### config.mk
export PLATFORM = sky130hd
export DESIGN_NAME = vga_fetch_ctrl_flat
export DESIGN_NICKNAME = d
export VERILOG_FILES = /design/src/rtl/vga_fetch_ctrl_if.sv /design/src/rtl/vga_fetch_ctrl.sv /design/src/flat_wrapper.sv
export SDC_FILE = /design/constraint.sdc
export NUM_CORES = 1
export LEC_CHECK = 0
export CORE_AREA = 2 2 124 126
export CTS_CLUSTER_DIAMETER = 60
export DETAILED_ROUTE_END_ITERATION = 6
export DIE_AREA = 0 0 126 128
export GPL_ROUTABILITY_DRIVEN = 0
export HOLD_SLACK_MARGIN = 0.05
export PLACE_DENSITY_LB_ADDON = 0.1
export SKIP_CTS_REPAIR_TIMING = 1
export SLEW_MARGIN = 20
export SYNTH_ARGS = -nofsm -noshare
export SYNTH_HDL_FRONTEND = slang
export SYNTH_SLANG_ARGS = --single-unit
### constraint.sdc
create_clock -name clk_a -period 5.02 [get_ports clk_a]
set_clock_uncertainty 0.2 [all_clocks]
set_input_delay 0.753 -clock clk_a [delete_from_list [all_inputs] [get_ports clk_a]]
set_output_delay 0.753 -clock clk_a [all_outputs]
set_load 0.02 [all_outputs]
### src/rtl/vga_fetch_ctrl_if.sv
// AXI4 read-address / read-data channel bundle for the VGA frame fetcher.
// The master modport is the fetch controller; the slave modport is the
// interconnect side. Signal names keep the controller's point of view.
interface vga_fetch_ctrl_if #(
  parameter int ADDR_WIDTH = 64
);
  logic                  arvalid_o;
  logic                  arready_i;
  logic [ADDR_WIDTH-1:0] araddr_o;
  logic [7:0]            arlen_o;
  logic [1:0]            arburst_o;
  logic [2:0]            arsize_o;
  logic                  rvalid_i;
  logic [1:0]            rresp_i;
  logic                  rlast_i;
  logic                  rready_o;

  modport master (
    output arvalid_o, araddr_o, arlen_o, arburst_o, arsize_o, rready_o,
    input  arready_i, rvalid_i, rresp_i, rlast_i
  );

  modport slave (
    input  arvalid_o, araddr_o, arlen_o, arburst_o, arsize_o, rready_o,
    output arready_i, rvalid_i, rresp_i, rlast_i
  );
endinterface

### src/rtl/vga_fetch_ctrl.sv
// vga_fetch_ctrl: burst scheduler for the VGA frame-fetch path (AXI domain).
// Keeps fill state of the ping/pong halves of the line buffer, issues one
// INCR read burst per empty half while walking base..top with wrap, steers
// returned beats into the buffer and flags underrun and bus errors.
// Optional feature macro: VGA_FETCH_RETRY_EN (re-issue a burst that saw an
// error response, up to three retries, before accepting the half anyway).
module vga_fetch_ctrl #(
  parameter  int ADDR_WIDTH = 64,
  parameter  int DATA_WIDTH = 64,
  parameter  int BURST_LEN  = 32,
  localparam int IW         = $clog2(BURST_LEN)
) (
  input  logic                  clk_a,
  input  logic                  resetn_a,
  input  logic                  enable_i,
  input  logic [ADDR_WIDTH-1:0] base_addr_i,
  input  logic [ADDR_WIDTH-1:0] top_addr_i,
  input  logic                  release_i,
  input  logic                  release_half_i,
  vga_fetch_ctrl_if.master      axi,
  output logic                  wr_en_o,
  output logic                  wr_half_o,
  output logic [IW-1:0]         wr_idx_o,
  output logic [1:0]            full_o,
  output logic                  underrun_o,
  output logic                  err_o
);

  localparam int              BB       = DATA_WIDTH / 8;
  localparam int              SIZE_ENC = $clog2(BB);
  localparam logic [IW-1:0]   LAST_IDX = IW'(BURST_LEN - 1);
  localparam logic [ADDR_WIDTH:0] STEP = (ADDR_WIDTH + 1)'(BURST_LEN * BB);

  typedef enum logic [1:0] {
    IDLE = 2'd0,
    ADDR = 2'd1,
    DATA = 2'd2
  } state_t;

  state_t                r_state;
  state_t                w_stateNext;
  logic [ADDR_WIDTH-1:0] r_curAddr;
  logic                  r_fillHalf;
  logic [IW-1:0]         r_beatCnt;
  logic [1:0]            r_full;
  logic                  r_burstErr;
  logic                  r_underrun;
  logic                  r_err;

  logic                  w_arvalid;
  logic                  w_rready;
  logic                  w_beat;
  logic                  w_lastBeat;
  logic                  w_beatErr;
  logic                  w_lastErr;
  logic                  w_burstErrNow;
  logic                  w_commit;
  logic                  w_idleClear;
  logic [ADDR_WIDTH:0]   w_sum;
  logic [ADDR_WIDTH-1:0] w_nextAddr;
  logic [1:0]            w_fullNext;

  // Beat qualification and error detection; rlast is only cross-checked
  // against the beat counter, the counter alone decides where a burst ends.
  assign w_beat        = (r_state == DATA) && axi.rvalid_i;
  assign w_lastBeat    = w_beat && (r_beatCnt == LAST_IDX);
  assign w_beatErr     = w_beat && (axi.rresp_i != 2'b00);
  assign w_lastErr     = w_beat && (axi.rlast_i != (r_beatCnt == LAST_IDX));
  assign w_burstErrNow = r_burstErr | w_beatErr;
  assign w_idleClear   = (r_state == IDLE) && !enable_i;

  // Next frame address, compared one bit wider so a top near the end of the
  // address space still wraps instead of overflowing.
  assign w_sum      = {1'b0, r_curAddr} + STEP;
  assign w_nextAddr = (w_sum >= {1'b0, top_addr_i}) ? base_addr_i : w_sum[ADDR_WIDTH-1:0];

`ifdef VGA_FETCH_RETRY_EN
  logic [1:0] r_retryCnt;
  logic       w_retry;

  // A failed burst is retried at the same address until three retries have
  // been spent; after that the half is accepted as-is.
  assign w_retry  = w_lastBeat && w_burstErrNow && (r_retryCnt != 2'd3);
  assign w_commit = w_lastBeat && !w_retry;

  // Retry counter: counts consecutive failed attempts on the current half.
  always_ff @(posedge clk_a) begin
    if (!resetn_a) begin
      r_retryCnt <= 2'd0;
    end else if (w_idleClear || w_commit) begin
      r_retryCnt <= 2'd0;
    end else if (w_retry) begin
      r_retryCnt <= r_retryCnt + 2'd1;
    end
  end
`else
  // Without retry, error beats are simply dropped and the half still counts as filled.
  assign w_commit = w_lastBeat;
`endif

  // Full flags: a release clears, a completed fill sets and wins over a
  // release of the same half, and disabling the fetcher empties everything.
  always_comb begin
    w_fullNext = r_full;
    if (release_i) begin
      w_fullNext[release_half_i] = 1'b0;
    end
    if (w_commit) begin
      w_fullNext[r_fillHalf] = 1'b1;
    end
    if (w_idleClear) begin
      w_fullNext = 2'b00;
    end
  end

  // Next-state and handshake outputs of the burst FSM.
  always_comb begin
    w_stateNext = r_state;
    w_arvalid   = 1'b0;
    w_rready    = 1'b0;
    case (r_state)
      IDLE: begin
        if (enable_i && !r_full[r_fillHalf]) begin
          w_stateNext = ADDR;
        end
      end
      ADDR: begin
        w_arvalid = 1'b1;
        if (axi.arready_i) begin
          w_stateNext = DATA;
        end
      end
      DATA: begin
        w_rready = 1'b1;
        if (w_lastBeat) begin
          w_stateNext = IDLE;
        end
      end
      default: begin
        w_stateNext = IDLE;
      end
    endcase
  end

  // FSM state register.
  always_ff @(posedge clk_a) begin
    if (!resetn_a) begin
      r_state <= IDLE;
    end else begin
      r_state <= w_stateNext;
    end
  end

  // Address walk, fill bookkeeping, beat counting and sticky status flags.
  always_ff @(posedge clk_a) begin
    if (!resetn_a) begin
      r_curAddr  <= '0;
      r_fillHalf <= 1'b0;
      r_beatCnt  <= '0;
      r_full     <= 2'b00;
      r_burstErr <= 1'b0;
      r_underrun <= 1'b0;
      r_err      <= 1'b0;
    end else begin
      r_full <= w_fullNext;
      if (release_i && !r_full[release_half_i]) begin
        r_underrun <= 1'b1;
      end
      if (w_beatErr || w_lastErr) begin
        r_err <= 1'b1;
      end
      if (w_idleClear) begin
        r_curAddr  <= base_addr_i;
        r_fillHalf <= 1'b0;
      end
      if ((r_state == ADDR) && axi.arready_i) begin
        r_beatCnt  <= '0;
        r_burstErr <= 1'b0;
      end
      if (w_beat) begin
        r_beatCnt <= r_beatCnt + 1'b1;
      end
      if (w_beatErr) begin
        r_burstErr <= 1'b1;
      end
      if (w_commit) begin
        r_fillHalf <= ~r_fillHalf;
        r_curAddr  <= w_nextAddr;
      end
    end
  end

  assign axi.arvalid_o = w_arvalid;
  assign axi.araddr_o  = r_curAddr;
  assign axi.arlen_o   = 8'(BURST_LEN - 1);
  assign axi.arburst_o = 2'b01;
  assign axi.arsize_o  = 3'(SIZE_ENC);
  assign axi.rready_o  = w_rready;

  assign wr_en_o    = w_beat && (axi.rresp_i == 2'b00);
  assign wr_half_o  = r_fillHalf;
  assign wr_idx_o   = r_beatCnt;
  assign full_o     = r_full;
  assign underrun_o = r_underrun;
  assign err_o      = r_err;

endmodule

### src/flat_wrapper.sv
// flat-port wrapper written by rule: the top's interface ports become plain ports
module vga_fetch_ctrl_flat 
#(
  parameter  int ADDR_WIDTH = 64,
  parameter  int DATA_WIDTH = 64,
  parameter  int BURST_LEN  = 32,
  localparam int IW         = $clog2(BURST_LEN)
)
  (clk_a, resetn_a, enable_i, base_addr_i, top_addr_i, release_i, release_half_i, wr_en_o, wr_half_o, wr_idx_o, full_o, underrun_o, err_o, axi_arvalid_o, axi_araddr_o, axi_arlen_o, axi_arburst_o, axi_arsize_o, axi_rready_o, axi_arready_i, axi_rvalid_i, axi_rresp_i, axi_rlast_i);
  vga_fetch_ctrl_if #(.ADDR_WIDTH(ADDR_WIDTH)) axi_i ();
  input  logic clk_a;
  input  logic resetn_a;
  input  logic enable_i;
  input  logic [ADDR_WIDTH-1:0] base_addr_i;
  input  logic [ADDR_WIDTH-1:0] top_addr_i;
  input  logic release_i;
  input  logic release_half_i;
  output logic wr_en_o;
  output logic wr_half_o;
  output logic [IW-1:0] wr_idx_o;
  output logic [1:0] full_o;
  output logic underrun_o;
  output logic err_o;
  output wire logic [$bits(axi_i.arvalid_o)-1:0] axi_arvalid_o;
  output wire logic [$bits(axi_i.araddr_o)-1:0] axi_araddr_o;
  output wire logic [$bits(axi_i.arlen_o)-1:0] axi_arlen_o;
  output wire logic [$bits(axi_i.arburst_o)-1:0] axi_arburst_o;
  output wire logic [$bits(axi_i.arsize_o)-1:0] axi_arsize_o;
  output wire logic [$bits(axi_i.rready_o)-1:0] axi_rready_o;
  input wire logic [$bits(axi_i.arready_i)-1:0] axi_arready_i;
  input wire logic [$bits(axi_i.rvalid_i)-1:0] axi_rvalid_i;
  input wire logic [$bits(axi_i.rresp_i)-1:0] axi_rresp_i;
  input wire logic [$bits(axi_i.rlast_i)-1:0] axi_rlast_i;
  assign axi_arvalid_o = axi_i.arvalid_o;
  assign axi_araddr_o = axi_i.araddr_o;
  assign axi_arlen_o = axi_i.arlen_o;
  assign axi_arburst_o = axi_i.arburst_o;
  assign axi_arsize_o = axi_i.arsize_o;
  assign axi_rready_o = axi_i.rready_o;
  assign axi_i.arready_i = axi_arready_i;
  assign axi_i.rvalid_i = axi_rvalid_i;
  assign axi_i.rresp_i = axi_rresp_i;
  assign axi_i.rlast_i = axi_rlast_i;
  vga_fetch_ctrl #(.ADDR_WIDTH(ADDR_WIDTH), .DATA_WIDTH(DATA_WIDTH), .BURST_LEN(BURST_LEN)) u_core (.clk_a(clk_a), .resetn_a(resetn_a), .enable_i(enable_i), .base_addr_i(base_addr_i), .top_addr_i(top_addr_i), .release_i(release_i), .release_half_i(release_half_i), .axi(axi_i), .wr_en_o(wr_en_o), .wr_half_o(wr_half_o), .wr_idx_o(wr_idx_o), .full_o(full_o), .underrun_o(underrun_o), .err_o(err_o));
endmodule
### Yosys cells after proc, flatten, opt, wreduce, memory -nomap -nowiden

Index checks and enable logic that the tools add are counted.

* output and inout port bits: 90
* flip-flop bits (word level): 76

* $add $sub $neg: 2
* equality and inequality tests: 7
* $lt $le $gt $ge: 5
* reductions and logical operators: 22
* muxes and demuxes: 23
* bitwise operators: 5

Operators with widths (count)
* 64-bit 2-to-1 mux: 3
* 64-bit by 9-bit adder with 65-bit output (second input constant): 1
* 65-bit by 64-bit >= comparator with 1-bit output: 1
* 1-bit logical AND: 11
* 1-bit 2-to-1 mux: 10
* 2-bit 2-to-1 mux: 5
* 5-bit 2-to-1 mux: 2
* 2-bit case mux with 3 select lines: 1
* 2-bit nonzero test: 3
* 5-bit by 1-bit adder with 5-bit output (second input constant): 1
* 5-bit == test (second input constant): 1
* 2-bit zero test: 2
* 1-bit by 2-bit less-than comparator with 1-bit output (second input constant): 2
* 2-bit inequality test (second input constant): 2
* 1-bit zero test: 3
* 3-bit AND reduction: 1
* 2-bit AND: 1
* 1-bit demux with 1-bit select: 2
* 2-bit by 1-bit == test with 1-bit output (second input constant): 1
* 2-bit == test (second input constant): 1
* 1-bit >= comparator (second input constant): 2
* 2-bit by 1-bit inequality test with 1-bit output (second input constant): 1
* 1-bit NOT: 2
* 2-bit NOT: 1
* 4 further kinds: 4

### Logic depth before layout (Yosys ltp)

Gate-level depths: netlist of the first run.

* depth after elaboration: 9
* gate-level depth with buffers: 17
* depth with buffers taken out: 15

### Least setup slack after synthesis of the first run

OpenSTA, ideal clock, no wires.

* path kind: register to register
* start: register u_core.r_curAddr[8], in the netlist u_core.axi.araddr_o[8]
* end: register u_core.r_curAddr[61], in the netlist u_core.axi.araddr_o[61]
* cell stages (with the launch flop): 16
* required time: 4.698 ns
* arrival time: 4.208 ns
* path buffers: 1
* clock period less this slack: 4.530 ns
* path slack: 0.490 ns
* library setup time: 0.122 ns
* cell sequence: dfxtp_1 > ha_1 > nand3_1 > nor4_1 > nand4b_1 > nor3_1 > xor2_1 > ha_1 > a21oi_1 > nor2_1 > a2111oi_0 > o21ai_1 > nor4_2 > clkbuf_1 > a21oi_1 > a311o_1

* cells in the longest elaborated chain, start to end: 4

RTL lines
* start: declaration: line vga_fetch_ctrl.sv:42 `logic [ADDR_WIDTH-1:0] r_curAddr;`
* start signal: assignment: line vga_fetch_ctrl.sv:173 `r_curAddr <= base_addr_i;`
* start signal: assignment: line vga_fetch_ctrl.sv:188 `r_curAddr <= w_nextAddr;`
* 64-bit by 9-bit adder with 65-bit output *: line vga_fetch_ctrl.sv:74 `assign w_sum = {1'b0, r_curAddr} + STEP;`
* 65-bit by 64-bit >= comparator with 1-bit output: line vga_fetch_ctrl.sv:75 `assign w_nextAddr = (w_sum >= {1'b0, top_addr_i}) ? base_addr_i : w_sum[ADDR_WIDTH-1:0];`
* 64-bit 2-to-1 mux *: line vga_fetch_ctrl.sv:75
* 64-bit 2-to-1 mux *: line vga_fetch_ctrl.sv:186 `if (w_commit) begin`

Mark *: on every way between the ends. The rest lies on a longest branch, timed or not.
A chain may end at the register's enable or synchronous reset.

### Worst setup path after layout of the first run

* start: register u_core.r_curAddr[19], in the netlist u_core.axi.araddr_o[19]
* end: register u_core.r_curAddr[39], in the netlist u_core.axi.araddr_o[39]

The elaborated chain is that of the path after synthesis.

==> results.py, run 1 <==
metrics = {
    "sta": {
        "finalHoldViolCount": 0,
        "setup_viol": 0,
        "worst_pin_slew_ns": 0.998,
        "finalMaxSlewViolations": 0,
        "clock.fmax_mhz": 211,
        "fin_crit_sh_pct": 94.4,
        "finalCriticalPeriod_ns": 4.74,
        "relSlewSlack_pct": 33.2,
        "whs_ns": 0.278,
    },
    "route": {
        "via_count": 7798,
        "via_per_inst": 5.87,
        "drt_first_pass_iters": 7,
        "postRouteAntennaNets": 0,
        "drcViolationCount": 0,
        "routed_wl_um": 23900,
        "drt_iter0_drc": 577,
        "wl_per_cell_um": 18.0,
    },
    "worst_hold_path": {
        "min_from": "u_core.err_o$_SDFFE_PN0P_",
        "hp-class": "reg2reg",
    },
    "clock_tree": {
        "path_clk_slew_ns": 0.06,
        "h-tree-depth": 3,
        "root_buffer": "clkbuf_16",
        "clock_sinks": 76,
        "numCtsBuffers": 9,
        "clk_latency_ns": 0.35,
        "cts_tree": "done",
        "ctsLongestPathBuffers": 2,
    },
    "logic_synthesis": {
        "synth_compound_area_share_pct": 16.4,
        "syn_area_per_cell_sq_um": 7.50,
        "synthMuxAreaShare_pct": 1.61,
        "yosysWarnings": 0,
        "synth_top_family_by_area": "simple AND/OR/NAND/NOR gates",
        "syn_area_sq_mm": 0.00694,
        "yosysUniqueCellTypes": 64,
        "ys_seq_area_share_pct": 21.9,
        "ys_ff_latch": 76,
        "yosys.area_share.simple_pct": 31.0,
        "yosys.area.top_type_share_pct": 21.9,
        "yosysMostFrequentCell": "nand3_1",
        "synth-edff-count": 0,
        "ys_top_cells_by_area": "dfxtp_1 22%, ha_1 12%, nand3_1 8.2%",
        "synth_common_cells": "114 x nand3_1, 81 x nand2_1, 77 x inv_1, 76 x dfxtp_1, 67 x ha_1",
        "synthAdderAreaFrac_pct": 12.1,
        "synth_cells": 925,
        "ys_async_sr_fraction_pct": 0,
        "synth_xor_xnor_area_share_pct": 6.82,
        "synth_area_leader_cell": "dfxtp_1",
        "synth_flop_cell": "dfxtp_1",
    },
    "power_and_ir_drop": {
        "power_frac_seq_pct": 32.9,
        "switching_share_pct": 30.8,
        "cell_internal_pwr_uw": 1470,
        "ir_worst_vdd_v": 0.000166,
        "leakagePower_uw": 0.00399,
        "p_switching_uw": 656,
        "pwr-share-clk_pct": 37.1,
        "pwr-share-comb_pct": 30.0,
        "power.density_mw_per_mm2": 216,
    },
    "setup_path": {
        "end_kind": "flop",
        "path_class": "reg2reg",
        "critPathArrivalTime_ns": 4.80,
        "cp.required_ns": 5.08,
        "r2r-start": "u_core.axi.araddr_o[19]$_SDFFE_PN0P_",
        "cp-startpoint": "u_core.axi.araddr_o[19]$_SDFFE_PN0P_",
        "start_kind": "flop",
        "crit_path_max_fanout": 12,
    },
    "finish": {
        "final_nets": 1341,
        "stdcell_area_sq_mm": 0.00986,
        "layout-drive-gt1-share_pct": 9.47,
        "antenna_cells": 0,
        "fin_util_pct": 66.3,
        "fillers": 1321,
        "syn_to_final_growth_pct": 42.2,
    },
    "place": {
        "io_buffers": 214,
        "hpwl_um": 18100,
        "postPlaceCellArea_sq_mm": 0.00940,
    },
    "die": {
        "start_util_pct": 46.7,
        "core_region_area_sq_mm": 0.0149,
        "die_h_um": 128,
        "io_pins": 228,
        "num_rows": 45,
        "dieArea_sq_mm": 0.0161,
        "dieWidth_um": 126,
    },
    "grt": {
        "grt_remaining_overflow": 0,
        "grt_pass1_vias": 7379,
        "grt_use_total_pct": 29.2,
        "antenna_found_initial": 1,
        "grt_max_degree": 87,
        "grt_pass1_wl_um": 38200,
    },
    "run_status": {
        "status": "finished, final reports clean",
    },
    "job": {
        "cap_violations": 0,
    },
}
metal layers:
metal / up-vias / part of all wire (%) / global-route usage (%)
met1: 3548 / 45 / 40.6
li1: 3806 / - / -
met2: 402 / 44 / 44.4
met5: - / 0 / 0
met4: 0 / 2.2 / 9.70
met3: 42 / 9.5 / 7.05
power by group through the flow:
stage	combinational (uW)	sequential (uW)	clock [uW]
2_1_floorplan	298	746	0
3_5_place_dp	625	712	0
3_3_place_gp	619	712	0
5_1_grt	694	708	825
6_report	640	701	789
4_1_cts	630	699	798
layout by cell type, fill, tap and decap left out, types with 6 or more instances in the layout:
cell type | synthesis | routed
or3_1 | 6 | 6
xnor2_1 | 37 | 35
nand3_1 | 114 | 114
nand4_1 | 65 | 65
ha_1 | 67 | 67
clkdlybuf4s50_1 | 0 | 213
a31oi_1 | 6 | 6
clkbuf_16 | 0 | 9
buf_12 | 0 | 7
nor2_1 | 51 | 49
dfxtp_1 | 76 | 76
a2bb2oi_1 | 12 | 12
mux2i_1 | 10 | 10
o221a_2 | 8 | 8
inv_1 | 77 | 77
o211ai_1 | 25 | 25
nor4_1 | 15 | 12
xor2_1 | 17 | 17
conb_1 | 2 | 13
a41oi_1 | 13 | 13
o21ai_0 | 13 | 13
and3_1 | 17 | 17
nand2_1 | 81 | 79
buf_4 | 19 | 44
nor3_1 | 23 | 20
a21oi_1 | 38 | 38
final cells by class:
| cell class | instances | area (sq um) | area share [%] |
|---|---|---|---|
| repair buffers | 266 | 2620 | 26.6 |
| clock inverters | 5 | 108 | 1.09 |
| flip-flops and latches | 76 | 1520 | 15.4 |
| clock buffers | 11 | 253 | 2.56 |
| well taps | 188 | 235 | 2.39 |
| multi-input cells | 706 | 4840 | 49.0 |
| inverters | 77 | 289 | 2.93 |
worst max-delay path: stages (launching register included):
cell,delay (ns)
dfxtp_1,0.47
nand4_1,0.25
nor4_2,0.37
buf_4,0.19
nand4b_1,0.27
nor2_1,0.21
xor2_1,0.08
buf_4,0.16
ha_1,0.29
nand4_1,0.17
nor4_2,0.46
nand3_1,0.19
o32ai_2,0.34
buf_4,0.18
nor3_4,0.07
buf_12,0.19
buf_4,0.15
a2bb2oi_1,0.14
a41oi_1,0.26
registers in the layout, summed over array words and instances (netlist names):
name	cells
u_core.axi.araddr_o	64
u_core.err_o	1
u_core.full_o	2
u_core.r_state	2
u_core.underrun_o	1
u_core.wr_half_o	1
u_core.wr_idx_o	5
cells by family after synthesis:
kind of cell	Yosys count
and+or+nand+nor	408
buffers and inverters	154
AOI/OAI and AO/OA	153
DFF	76
adders and majority gates	67
xor gates and xnor gates	54
muxes	11
other	2
final timing paths:
kind	slack, ns	endpoint	cells past startpoint
setup / recovery	0.28	u_core.axi.araddr_o[39]$_SDFFE_PN0P_	18
hold / removal	0.28	u_core.err_o$_SDFFE_PN0P_	2
setup reg to reg	0.28	u_core.axi.araddr_o[39]$_SDFFE_PN0P_	18
hold reg to reg	0.28	u_core.err_o$_SDFFE_PN0P_	2
metrics by stage:
stage | power [uW] | cells | setup slack [ns] | TNS [ns]
floorplan | 1040 | 936 | 0.490 | 0
global placement | 1330 | 1310 | 0.127 | 0
detailed placement | 1340 | 1310 | 0.0339 | 0
CTS | 2130 | 1326 | -0.00696 | -0.0162
global route | 2230 | 1329 | -0.0113 | -0.0421
finish | 2130 | 1329 | 0.280 | 0
Power figures use the tool's default switching activity.
==> inputs of run 2 (changes only) <==
- CORE_AREA: 2 2 124 126 -> 4 4 126 128
- DIE_AREA: 0 0 126 128 -> 0 0 130 132
==> results.py, run 2 (synthesis results as in run 1) <==
metrics = {
    "die": {
        "die_h_um": 132,
        "dieWidth_um": 130,
        "core_region_area_sq_mm": 0.0149,
        "dieArea_sq_mm": 0.0172,
        "start_util_pct": 46.7,
        "io_pins": 228,
        "num_rows": 45,
    },
    "finish": {
        "antenna_cells": 0,
        "largest_reg_flops": 64,
        "layout-drive-gt1-share_pct": 11.0,
        "multi_input_area_sq_mm": 0.00482,
        "seqCellArea_sq_mm": 0.00152,
        "final_common_cell": "clkdlybuf4s50_1",
        "fin_util_pct": 66.9,
        "layout_common_cells": "213 x clkdlybuf4s50_1, 114 x nand3_1, 80 x nand2_1",
        "final_nets": 1365,
        "fillers": 1333,
        "stdcell_area_sq_mm": 0.00994,
        "syn_to_final_growth_pct": 43.4,
    },
    "sta": {
        "setup_viol": 0,
        "clock.fmax_mhz": 207,
        "fin_crit_sh_pct": 96.3,
        "whs_ns": 0.279,
        "finalHoldViolCount": 0,
        "finalMaxSlewViolations": 0,
        "relSlewSlack_pct": 42.2,
        "finalCriticalPeriod_ns": 4.84,
        "worst_pin_slew_ns": 0.867,
        "setup_ws_ns": 0.185,
    },
    "job": {
        "cap_violations": 0,
    },
    "clock_tree": {
        "h-tree-depth": 3,
        "clock_sinks": 76,
        "cts_tree": "done",
        "clk_latency_ns": 0.35,
        "root_buffer": "clkbuf_16",
        "ctsLongestPathBuffers": 2,
        "numCtsBuffers": 9,
        "path_clk_slew_ns": 0.06,
    },
    "grt": {
        "antenna_found_initial": 0,
        "grt_use_total_pct": 27.6,
        "grt_pass1_wl_um": 38200,
        "grt_pass1_vias": 7261,
        "grt_remaining_overflow": 0,
        "grt_max_degree": 51,
    },
    "route": {
        "routed_wl_um": 24800,
        "postRouteAntennaNets": 0,
        "via_count": 7908,
        "via_per_inst": 5.84,
        "drt_iter0_drc": 628,
        "drcViolationCount": 0,
        "wl_per_cell_um": 18.3,
        "drt_first_pass_iters": 5,
    },
    "power_and_ir_drop": {
        "leakagePower_uw": 0.00406,
        "p_total_uw": 2080,
        "ir_worst_vdd_v": 0.000157,
        "power.density_mw_per_mm2": 209,
    },
    "run_status": {
        "status": "finished, final reports clean",
    },
    "place": {
        "postPlaceCellArea_sq_mm": 0.00950,
        "pre_cts_ws_ns": -0.160,
        "hpwl_um": 18700,
        "io_buffers": 214,
    },
    "setup_path": {
        "crit_path_max_fanout": 19,
        "start_kind": "flop",
        "path_cells": "and4_1 -> nand4_1 -> nor4_2 -> buf_4 -> nand4_1 -> xnor2_1 -> buf_4 -> ha_1 -> nand4_1 -> nor3_1 -> a221oi_1 -> a31oi_1 -> or4_4 -> buf_4 -> o41ai_1 -> a221o_1",
        "path_class": "reg2reg",
        "cp.required_ns": 5.12,
        "critPathArrivalTime_ns": 4.93,
        "crit_slowest_cell": "or4_4",
        "slowest_delay_ns": 0.64,
        "end_kind": "flop",
    },
    "worst_hold_path": {
        "hp-class": "reg2reg",
    },
}
## run 2: changes by cell type in the layout (fill, tap and decap cells not counted), moves of 2 or more
cell | before | now
buf_12 | 7 | 4
buf_4 | 44 | 71
clkinv_2 | 0 | 2
clkinv_4 | 2 | 0
xnor2_1 | 35 | 37
xnor2_2 | 2 | 0
## run 2: cell type report
type | instances | share of cell area [%]
well taps | 188 | 2.37
flip-flops and latches | 76 | 15.3
clock inverters | 6 | 0.868
inverters | 77 | 2.91
clock buffers | 10 | 2.40
multi-input cells | 707 | 48.5
repair buffers | 289 | 27.7
## run 2: final timing paths
kind                                          end  slack (ns)                            startpoint  depth (start not counted)
max reg2reg  u_core.axi.araddr_o[10]$_SDFFE_PN0P_        0.18  u_core.axi.araddr_o[20]$_SDFFE_PN0P_                         16
min reg2reg             u_core.err_o$_SDFFE_PN0P_        0.28             u_core.err_o$_SDFFE_PN0P_                          2
max          u_core.axi.araddr_o[10]$_SDFFE_PN0P_        0.18  u_core.axi.araddr_o[20]$_SDFFE_PN0P_                         16
min                     u_core.err_o$_SDFFE_PN0P_        0.28             u_core.err_o$_SDFFE_PN0P_                          2
## run 2: routing by layer
layer | track usage (%) | wire [um] | vias up
met2 | 43.0 | 11100 | 375
met4 | 5.72 | 357 | 0
met1 | 38.8 | 11000 | 3654
met3 | 6.81 | 2380 | 32
li1 | - | - | 3847
met5 | 0 | 0 | -
## run 2: power breakdown
part	internal, uW	total [uW]	switching [uW]	leakage, uW
registers	644	690	46.1	0.000624
clock network	449	732	282	0.000159
logic	318	654	336	0.00328
## run 2: stage by stage
stage / TNS (ns) / std cells
after floorplan: 0 / 936
after global placement: -0.594 / 1328
after detailed placement: -1.70 / 1328
after CTS: -2.75 / 1344
after global routing: -0.00731 / 1353
final: 0 / 1353
## run 2: worst max-delay path: cells and delay by family, from the launching register on
| family | cells | cell delay (ns) |
|---|---|---|
| AND/OR/NAND/NOR | 7 | 1.82 |
| AO/OA/AOI/OAI | 4 | 1.24 |
| adder cells (fa/ha/maj) | 1 | 0.28 |
| buffers and inverters | 3 | 0.63 |
| XOR/XNOR | 1 | 0.15 |
| flip-flops | 1 | 0.44 |
